[src/rtl/gray_to_binary_tracker.sv]
// Two-stage Gray-to-binary decoder that tracks step direction and flags
// non-adjacent consecutive samples, with a saturating error counter.
//
// state | meaning
// EMPTY | no previous sample since reset; next sample only seeds prev
// TRACK | prev holds the last decoded value; each sample is checked against it
module gray_to_binary_tracker #(
    parameter int WIDTH = 4,
    parameter int CNT_W = 8
) (
    input  logic             clk,
    input  logic             rst,
    input  logic             in_valid,
    input  logic [WIDTH-1:0] gray_in,
    output logic             out_valid,
    output logic [WIDTH-1:0] bin_out,
    output logic             dir_up,
    output logic             step_err,
    output logic [CNT_W-1:0] err_cnt
);

    typedef enum logic {
        EMPTY = 1'b0,
        TRACK = 1'b1
    } state_t;

    localparam logic [WIDTH-1:0] STEP_UP = WIDTH'(1);
    localparam logic [WIDTH-1:0] STEP_DN = {WIDTH{1'b1}};
    localparam logic [CNT_W-1:0] CNT_MAX = {CNT_W{1'b1}};

    state_t           state;
    state_t           state_nxt;
    logic             v1;
    logic [WIDTH-1:0] g1;
    logic [WIDTH-1:0] bin_dec;
    logic [WIDTH-1:0] prev;
    logic [WIDTH-1:0] prev_nxt;
    logic [WIDTH-1:0] delta;
    logic             dir_nxt;
    logic             err_nxt;
    logic [CNT_W-1:0] cnt_nxt;

    always_ff @(posedge clk) begin
        if (rst) begin
            v1 <= 1'b0;
            g1 <= '0;
        end else begin
            v1 <= in_valid;
            if (in_valid) begin
                g1 <= gray_in;
            end
        end
    end

    // Prefix XOR from the MSB down.
    always_comb begin
        bin_dec = '0;
        bin_dec[WIDTH-1] = g1[WIDTH-1];
        for (int i = WIDTH - 2; i >= 0; i--) begin
            bin_dec[i] = bin_dec[i+1] ^ g1[i];
        end
    end

    // Modular difference makes max->0 and 0->max legal single steps.
    always_comb begin
        state_nxt = state;
        prev_nxt  = prev;
        dir_nxt   = dir_up;
        err_nxt   = 1'b0;
        cnt_nxt   = err_cnt;
        delta     = bin_dec - prev;
        if (v1) begin
            prev_nxt  = bin_dec;
            state_nxt = TRACK;
            if (state == TRACK) begin
                if (delta == STEP_UP) begin
                    dir_nxt = 1'b1;
                end else if (delta == STEP_DN) begin
                    dir_nxt = 1'b0;
                end else if (delta != '0) begin
                    err_nxt = 1'b1;
                    if (err_cnt != CNT_MAX) begin
                        cnt_nxt = err_cnt + 1'b1;
                    end
                end
            end
        end
    end

    always_ff @(posedge clk) begin
        if (rst) begin
            state     <= EMPTY;
            prev      <= '0;
            out_valid <= 1'b0;
            bin_out   <= '0;
            dir_up    <= 1'b1;
            step_err  <= 1'b0;
            err_cnt   <= '0;
        end else begin
            state     <= state_nxt;
            prev      <= prev_nxt;
            out_valid <= v1;
            if (v1) begin
                bin_out <= bin_dec;
            end
            dir_up    <= dir_nxt;
            step_err  <= err_nxt;
            err_cnt   <= cnt_nxt;
        end
    end

endmodule

[config.mk]
export PLATFORM = sky130hd
export DESIGN_NAME = gray_to_binary_tracker
export DESIGN_NICKNAME = d
export VERILOG_FILES = /design/src/rtl/gray_to_binary_tracker.sv
export SDC_FILE = /design/constraint.sdc
export NUM_CORES = 1
export LEC_CHECK = 0
export CORE_ASPECT_RATIO = 1.2
export CORE_MARGIN = 2
export CORE_UTILIZATION = 49
export CTS_CLUSTER_DIAMETER = 60
export DETAILED_ROUTE_END_ITERATION = 16
export PLACE_DENSITY = 0.81
export SYNTH_ARGS = -nofsm -noshare
export SYNTH_HDL_FRONTEND = slang
export SYNTH_SLANG_ARGS = --single-unit
[constraint.sdc]
create_clock -name clk -period 3.6 [get_ports clk]
set_input_delay 0.36 -clock clk [delete_from_list [all_inputs] [get_ports clk]]
set_output_delay 0.36 -clock clk [all_outputs]
set_load 0.02 [all_outputs]
==> impl_metrics.py <==
metrics = {
    "global_routing": {
        "antenna_found_initial": 0,
        "grt_pass1_vias": 742,
        "track_usage": 0.182,
        "grt_max_degree": 24,
        "grt_pass1_wl_mm": 3.19,
        "grt-ovfl-total": 0,
    },
    "worst_setup_path": {
        "critical_path_arrival_ps": 3510,
        "cp-end-kind": "register",
        "required_ps": 3820,
        "criticalPathCategory": "reg2reg",
        "regToRegSetupSlack_ps": 310,
        "cp_max_fo": 5,
        "critPathLaunchType": "register",
    },
    "die": {
        "num_rows": 18,
        "io_pins": 22,
        "die_h_um": 53.9,
        "dieWidth_um": 45.6,
        "core_area_mm2": 0.00200,
        "start_util": 0.508,
        "die_area_mm2": 0.00246,
    },
    "timing": {
        "final-setup-viol-count": 0,
        "fmax_ghz": 0.304,
        "slew_viol_final": 0,
        "rsz0062_at_grt": "false",
        "period_minus_slack_ps": 3290,
        "clock_skew_ps": 7.92,
        "tightest_slew_ps": 784,
        "relSlewSlack": 0.476,
        "hold_viol": 0,
        "period_share": 0.914,
        "fin_tns_setup_ps": 0,
    },
    "drt": {
        "via_per_inst": 5.43,
        "drc_errors": 0,
        "wirelength_mm": 1.85,
        "vias": 803,
        "dr.pass1.iters": 4,
        "wl_per_cell_um": 12.5,
        "ant_nets": 0,
        "drtIter0Drc": 6,
    },
    "cts": {
        "insertion_delay_ps": 310,
        "cts_resized": 0,
        "h-tree-depth": 1,
        "cts_tree": "built",
        "cts_root_buffer": "clkbuf_4",
        "cts_buffers": 3,
        "cts_sinks": 21,
        "cts_setup_buffers": 0,
        "cts_max_path_buffers": 2,
        "clk_pin_slew_ps": 120,
        "cts_hold_buffers": 0,
    },
    "synthesis": {
        "syn_area_mm2": 0.00102,
        "synth_area_leaders": "dfxtp_1, mux2i_1, nor2_1",
        "yosysTopAreaCellShare": 0.413,
        "yosys.area.top_type": "dfxtp_1",
        "ys_warn_count": 0,
        "synth.distinct_cells": 33,
        "synth.yosys.seq_area_share": 0.413,
        "synth_fp_nets": 119,
        "synth-seq-cells": 21,
        "syn_area_per_cell_um2": 9.52,
        "syn_inst": 107,
    },
    "placement": {
        "gp_congestion": 0.740,
        "hpwl_mm": 1.43,
        "port_buffers": 21,
    },
    "finish": {
        "insertedDiodeCount": 0,
        "fin_nets": 141,
        "area_delta_synth_final_pct": 24.2,
        "drive_above_1_share": 0.102,
    },
    "power_and_ir_drop": {
        "leakage_uw": 0.000471,
        "p_per_area_mw_per_mm2": 369,
        "power_uw": 467,
        "vdd_drop_max_mv": 0.248,
    },
    "job": {
        "maxCapViolations": 0,
    },
    "run_status": {
        "status": "finished, final reports clean",
    },
    "min_path": {
        "hold_class": "reg2reg",
    },
}
## cells in the final DEF, fill, tap and decap left out, drive strengths merged, types with 2 or more instances in the layout
cell	n
a21o	2
nor3	2
dfxtp	21
clkdlybuf4s50	21
nand4	2
mux2	2
a211oi	2
o21ai	3
mux2i	7
clkbuf	3
xor2	2
a21oi	4
ha	4
nor2b	3
xnor2	5
nand2	5
inv	6
nor2	17
nand3	5
or3	2
## where the power goes
group          leakage [µW]  switching (µW)  total [µW]  internal, µW
Clock             0.0000177            72.0         114          41.6
Sequential         0.000171            7.58         248           240
Combinational      0.000282            54.3         105          51.1
## state kept, by name, summed over array words and instances (netlist names)
signal     cells
state          1
step_err       1
err_cnt        8
g1             4
out_valid      1
v1             1
dir_up         1
prev           4
## Yosys cell counts
cell type and instances:
nor2b_1 3, o21ai_0 3, or3_1 2, nand3_4 1, nand3b_1 1, clkbuf_1 2, o31ai_1 1, a21oi_1 4
nand4_1 2, xor2_1 2, xnor2_1 5, ha_1 4, a211oi_1 2, inv_1 6, a21o_2 1, nor2_1 17
nand3_2 1, dfxtp_1 21, o311ai_0 1, a41oi_4 1, or4_1 1, nor3_1 2, buf_1 1, nor3b_1 1
mux2_2 2, a21o_4 1, nand2_1 5, mux2i_1 7, fa_1 1, or2b_2 1, nand3_1 3, buf_2 1
and3_2 1
## worst paths after layout
path / from / endpoint / cells past startpoint
worst max-delay path: g1[3] / err_cnt[3] / 12
worst min-delay path: state / state / 2
worst max register to register: g1[3] / err_cnt[3] / 12
worst min register to register: state / state / 2
## layout make-up
cell class                 count  area, µm²
clock buffer                   3       22.5
clock inverter                 1       5.00
fill                         193        739
inverter                       6       22.5
multi-input combinational     76        559
sequential                    21        420
tap                           20       25.0
timing repair buffer          21        210
## cells by family (layout without fill, tap and decap cells)
family	after synthesis	count (layout)	share of synthesized area
simple gates	41	41	0.214
flops	21	21	0.413
compound gates	14	14	0.115
buf+inv	10	31	0.0381
mux	9	9	0.0909
xor+xnor	7	7	0.0602
fa+ha+maj	5	5	0.0688
## per-layer routing
layer,part of all wire,routed length (µm),vias up,GRT usage
li1,-,-,408,-
met4,0.020,38,0,0.0735
met3,0.039,72,3,0.0336
met1,0.40,744,369,0.204
met5,0,0,-,0
met2,0.54,999,23,0.329
## critical path, cell delays in order, from the launching register on
cell and delay [ps]:
dfxtp_1 410, xnor2_1 130, xnor2_1 410, xnor2_1 220
ha_1 210, inv_1 50, fa_1 370, xnor2_1 190
or2b_2 320, a21o_4 210, and3_2 240, nand4_1 100
mux2_2 330
## through the flow
stage	setup slack [ps]	instance area (µm²)	instances	util	hold slack, ps
global route	117	1260	148	0.631	527
detailed placement	304	1240	144	0.617	463
finish	308	1260	148	0.631	478
floorplan	547	1020	107	-	435
global placement	466	1240	144	0.617	449
CTS	273	1260	148	0.631	482
(Power assumes the default switching activity.)
